[config.mk]
export PLATFORM = sky130hd
export DESIGN_NAME = id_stage
export DESIGN_NICKNAME = d
export VERILOG_FILES = /design/src/rtl/id_stage.sv
export SDC_FILE = /design/constraint.sdc
export NUM_CORES = 1
export LEC_CHECK = 0
export ABC_AREA = 1
export CELL_PAD_IN_SITES_DETAIL_PLACEMENT = 0
export CELL_PAD_IN_SITES_GLOBAL_PLACEMENT = 1
export CORE_MARGIN = 8
export CORE_UTILIZATION = 32
export CTS_CLUSTER_SIZE = 14
export DETAILED_ROUTE_END_ITERATION = 8
export HOLD_SLACK_MARGIN = 0.06
export PLACE_DENSITY_LB_ADDON = 0.1
export SETUP_SLACK_MARGIN = 0.02
export SKIP_CTS_REPAIR_TIMING = 1
export SLEW_MARGIN = 30
export SYNTH_ARGS = -nofsm -noshare
export SYNTH_HDL_FRONTEND = slang
export SYNTH_SLANG_ARGS = --single-unit
[constraint.sdc]
create_clock -name clk -period 3.4 [get_ports clk]
set_input_delay 0.34 -clock clk [delete_from_list [all_inputs] [get_ports clk]]
set_output_delay 0.34 -clock clk [all_outputs]
set_load 0.02 [all_outputs]
[src/rtl/id_stage.sv]
// Decode stage of a 5-stage RV32 pipeline: static branch predecode, load-use
// hazard detection, squash tracking, stall hold register and the ID/EX register.
module id_stage #(
    parameter logic [31:0] RESET_PC = 32'h4000_0000
) (
    input  logic        clk,
    input  logic        rst,
    input  logic [31:0] if_instr,
    input  logic [31:0] if_pc,
    input  logic        ex_stall,
    input  logic        ex_br_mispred,
    input  logic [4:0]  ex_rd,
    input  logic        ex_is_load,
    output logic [31:0] id_target,
    output logic        id_target_taken,
    output logic        id_stall,
    output logic        dx_valid,
    output logic [31:0] dx_instr,
    output logic [31:0] dx_pc,
    output logic        dx_pred_taken
);

    localparam int unsigned XLEN = 32;
    localparam int unsigned RW   = 5;
    localparam logic [XLEN-1:0] NOP = 32'h0000_0013;

    localparam logic [6:0] OP_LUI    = 7'b0110111;
    localparam logic [6:0] OP_AUIPC  = 7'b0010111;
    localparam logic [6:0] OP_JAL    = 7'b1101111;
    localparam logic [6:0] OP_JALR   = 7'b1100111;
    localparam logic [6:0] OP_BRANCH = 7'b1100011;
    localparam logic [6:0] OP_LOAD   = 7'b0000011;
    localparam logic [6:0] OP_STORE  = 7'b0100011;
    localparam logic [6:0] OP_IMM    = 7'b0010011;
    localparam logic [6:0] OP_REG    = 7'b0110011;

    logic            valid_q, valid_d;
    logic            hold_vld_q, hold_vld_d;
    logic [XLEN-1:0] hold_instr_q, hold_instr_d;
    logic [XLEN-1:0] hold_pc_q, hold_pc_d;
    logic            dx_valid_q, dx_valid_d;
    logic [XLEN-1:0] dx_instr_q, dx_instr_d;
    logic [XLEN-1:0] dx_pc_q, dx_pc_d;
    logic            dx_pred_q, dx_pred_d;

    logic [XLEN-1:0] cur_instr, cur_pc;
    logic [6:0]      opcode;
    logic [RW-1:0]   rs1, rs2;
    logic            is_jal, is_br, uses_rs1, uses_rs2;
    logic [XLEN-1:0] j_imm, b_imm;
    logic            hazard, predict, stall_any;

    // Instruction in the slot: held copy wins over live imem data while stalled
    always_comb begin
        cur_instr = hold_vld_q ? hold_instr_q : if_instr;
        cur_pc    = hold_vld_q ? hold_pc_q    : if_pc;
        opcode    = cur_instr[6:0];
        rs1       = cur_instr[19:15];
        rs2       = cur_instr[24:20];
        is_jal    = (opcode == OP_JAL);
        is_br     = (opcode == OP_BRANCH);
        uses_rs1  = (opcode == OP_JALR) || is_br || (opcode == OP_LOAD) ||
                    (opcode == OP_STORE) || (opcode == OP_IMM) || (opcode == OP_REG);
        uses_rs2  = is_br || (opcode == OP_STORE) || (opcode == OP_REG);
        j_imm     = {{11{cur_instr[31]}}, cur_instr[31], cur_instr[19:12],
                     cur_instr[20], cur_instr[30:21], 1'b0};
        b_imm     = {{19{cur_instr[31]}}, cur_instr[31], cur_instr[7],
                     cur_instr[30:25], cur_instr[11:8], 1'b0};
    end

    // Hazard detection and backward-taken/forward-not-taken prediction
    always_comb begin
        hazard          = valid_q && ex_is_load && (ex_rd != RW'(0)) &&
                          ((uses_rs1 && (ex_rd == rs1)) || (uses_rs2 && (ex_rd == rs2)));
        id_stall        = hazard && !ex_br_mispred && !rst;
        predict         = is_jal || (is_br && cur_instr[31]);
        id_target       = cur_pc + (is_jal ? j_imm : b_imm);
        id_target_taken = predict && valid_q && !rst && !ex_br_mispred &&
                          !ex_stall && !id_stall;
        stall_any       = ex_stall || id_stall;
    end

    // Next-state: slot validity, hold register and ID/EX priority chain
    always_comb begin
        valid_d      = 1'b1;
        hold_vld_d   = hold_vld_q;
        hold_instr_d = hold_instr_q;
        hold_pc_d    = hold_pc_q;
        dx_valid_d   = valid_q;
        dx_instr_d   = cur_instr;
        dx_pc_d      = cur_pc;
        dx_pred_d    = id_target_taken;

        if (ex_br_mispred) begin
            valid_d    = 1'b0;
            hold_vld_d = 1'b0;
        end else if (stall_any) begin
            valid_d = valid_q;
            if (!hold_vld_q) begin
                hold_vld_d   = 1'b1;
                hold_instr_d = if_instr;
                hold_pc_d    = if_pc;
            end
        end else begin
            valid_d    = !id_target_taken;
            hold_vld_d = 1'b0;
        end

        if (ex_br_mispred || (!ex_stall && id_stall)) begin
            dx_valid_d = 1'b0;
            dx_instr_d = NOP;
            dx_pc_d    = dx_pc_q;
            dx_pred_d  = 1'b0;
        end else if (ex_stall) begin
            dx_valid_d = dx_valid_q;
            dx_instr_d = dx_instr_q;
            dx_pc_d    = dx_pc_q;
            dx_pred_d  = dx_pred_q;
        end
    end

    always_ff @(posedge clk) begin
        if (rst) begin
            valid_q      <= 1'b0;
            hold_vld_q   <= 1'b0;
            hold_instr_q <= NOP;
            hold_pc_q    <= RESET_PC;
            dx_valid_q   <= 1'b0;
            dx_instr_q   <= NOP;
            dx_pc_q      <= RESET_PC;
            dx_pred_q    <= 1'b0;
        end else begin
            valid_q      <= valid_d;
            hold_vld_q   <= hold_vld_d;
            hold_instr_q <= hold_instr_d;
            hold_pc_q    <= hold_pc_d;
            dx_valid_q   <= dx_valid_d;
            dx_instr_q   <= dx_instr_d;
            dx_pc_q      <= dx_pc_d;
            dx_pred_q    <= dx_pred_d;
        end
    end

    assign dx_valid      = dx_valid_q;
    assign dx_instr      = dx_instr_q;
    assign dx_pc         = dx_pc_q;
    assign dx_pred_taken = dx_pred_q;

endmodule

==> results.yml <==
layout:
  nNetsFinal: 1764
  drive_gt1_share_pct: 25.5
  area_growth_pct: 56.9
  final_common_cell: "nand2_1"
  antennaDiodeCount: 0
  mostFrequentLayoutCells: "nand2_1 (330), buf_4 (235), nor2_1 (183)"
  n_fill_cell: 2618
yosys:
  synthTopCellsByArea: "dfxtp_1 (32%), nand2_1 (16%), nor2_1 (8.9%)"
  yosysWarningCount: 0
  synth_area_per_cell_um2: 6.28
  yosysTopAreaCell: "dfxtp_1"
  yosysUniqueCellTypes: 38
  synth-seq-area-share_pct: 32.2
  ys_ff_latch: 132
  synth_area_um2: 8210
  synth_fp_nets: 1412
  synth.top_cell.area_share_pct: 32.2
  syn_inst: 1307
grt:
  grt_use_total_pct: 20.9
  grt-ovfl-total: 0
  grt_pass1_vias: 9451
  grt_max_degree: 63
  antenna_found_initial: 0
  grt_pass1_wl_mm: 51.4
timing:
  fin_crit_sh_pct: 111
  rsz0062_at_grt: "true"
  final_hold_viol_count: 0
  layout_min_cycle_time_ns: 3.79
  tightest_slew_ns: 0.670
  fin_ws_ns: -0.388
  fin_worst_skew_ns: 0.0149
  setup_viol: 24
  drv_slew: 0
  slew-limit-headroom_pct: 55.3
  fmax_mhz: 264
worst_setup_path:
  crit_chain: "buf_6, nand2_2, nand2_2, nand2_2, nor3_4, buf_12, nand2_8, o21ai_4, ha_2, inv_2, fa_2, o21ai_4, a21oi_4, o21ai_2, nand3_1, nand2_2, xor2_4, buf_6"
  slowest_stage: "dfxtp_4"
  critPathBufInv: 4
  cpMostUsedCell: "nand2_2"
  worstSetupStartpointType: "flop"
  critPathCaptureType: "output pin"
  worst_path_largest_cell_delay_ns: 0.40
  path_delay_family: "simple AND/OR/NAND/NOR gates"
  critical_path.max_fanout: 5
  cp_data_required_time_ns: 3.06
  path_class: "flop to output pin"
  arrival_ns: 3.45
detailed_routing:
  wl_per_cell_um: 16.4
  vias: 9394
  drc: 0
  viasPerCell: 4.69
  routed_wl_mm: 32.9
  postRouteAntennaNets: 0
  drt_iter0_markers: 600
  firstDrtPassIters: 5
clocking:
  h-tree-depth: 4
  clock_latency_ns: 0.43
  clock_sinks: 132
  cts_buffers: 17
  cts_tree: "yes"
  root_buffer: "clkbuf_16"
  clockBufferDepth: 2
  clk_pin_slew_ns: 0.07
place:
  hpwl_mm: 24.6
  portBuffers: 173
  dp_slack_ns: -0.965
  gp_congestion: 0.904
power_and_ir_drop:
  finalPower_w: 0.00568
  p_leak_nw: 6.06
  power_density_nw_per_um2: 441
  ir_drop_mv: 0.341
status:
  failed_checks: "negative setup slack"
  status: "complete, but fails checks"
floorplanning:
  rows: 58
  die_h_um: 176
  dieArea_um2: 31000
  core_area_um2: 25200
  die_w_um: 176
  pin_count: 174
  initial_utilization_pct: 32.6
run:
  drv_cap: 0
worst_hold_path:
  worstHoldPathType: "flop to flop"
## power by group
part / leakage (nW) / internal (W) / switching (W)
combinational: 4.70 / 0.000981 / 0.00112
sequential: 1.09 / 0.00163 / 0.0000423
clock: 0.282 / 0.00105 / 0.000854
total: 6.06 / 0.00366 / 0.00202
## worst paths after layout
kind	from	to	slack, ns	depth (start not counted)
worst min-delay path	dx_pc[12]	dx_pc[12]	0.46	2
worst max register to register	hold_vld_q	dx_pc[18]	0.75	16
worst max-delay path	hold_vld_q	id_target[31]	-0.39	18
worst min register to register	dx_pc[12]	dx_pc[12]	0.46	2
## synthesized netlist by cell type, drive strengths merged
| library cell | count |
|---|---|
| nand2 | 354 |
| xnor2 | 5 |
| o21ai | 92 |
| a21o | 4 |
| mux2 | 1 |
| nand3 | 95 |
| a21boi | 4 |
| nand4 | 36 |
| nor2 | 196 |
| nand3b | 2 |
| buf | 38 |
| a21oi | 71 |
| nor3 | 7 |
| clkbuf | 29 |
| mux2i | 1 |
| fa | 1 |
| o21bai | 8 |
| clkinv | 1 |
| o21a | 1 |
| xor2 | 24 |
| dfxtp | 132 |
| o211ai | 2 |
| a31oi | 2 |
| ha | 30 |
| or2 | 31 |
| and2 | 1 |
| inv | 139 |
## cell families after synthesis
group	Yosys count	share of synthesized area, %
mux	2	0.259
fa+ha+maj	31	4.81
buf+inv	207	10.7
xor+xnor	29	3.09
simple gates	722	37.1
compound gates	184	11.9
flops	132	32.2
## routing by layer
metal / routed length (um) / track usage, % / vias up
met4: 545 / 5.02 / 0
met5: 0 / 0 / -
li1: - / - / 4858
met2: 15600 / 35.2 / 232
met1: 15300 / 27.1 / 4274
met3: 1470 / 3.67 / 30
## worst reg2reg max path: cells and delay by family (launching register included)
| kind | cells | cell delay (ns) |
|---|---|---|
| flops | 1 | 0.37 |
| compound gates | 1 | 0.06 |
| buf+inv | 5 | 1.10 |
| simple gates | 10 | 0.97 |
## flip-flops by register name, summed over array words and instances (netlist names)
register	count
dx_instr	32
dx_pred_taken	1
dx_pc	32
hold_vld_q	1
dx_valid	1
hold_pc_q	32
hold_instr_q	32
valid_q	1
## area by class of cell
class | count | area (um2) | area share [%]
clock buffers | 17 | 425 | 3.30
clock inverters | 15 | 160 | 1.24
inverters | 140 | 533 | 4.14
multi-input cells | 969 | 5230 | 40.6
flip-flops and latches | 132 | 2650 | 20.5
well taps | 330 | 413 | 3.20
repair buffers | 399 | 3470 | 27.0
## per-stage QoR
step | setup TNS (ns) | hold WS, ns | cell area [um2] | std cells | utilization, %
after floorplan | 0 | 0.432 | 8270 | 1307 | -
after global placement | -21.00 | 0.442 | 11700 | 1962 | 46.7
after detailed placement | -22.49 | 0.451 | 11700 | 1962 | 46.7
after CTS | -30.39 | 0.461 | 12300 | 1994 | 49.0
after global routing | -11.82 | 0.479 | 12900 | 2002 | 51.2
final | -6.59 | 0.461 | 12900 | 2002 | 51.2
No activity file was read; power rests on OpenSTA's default activity.
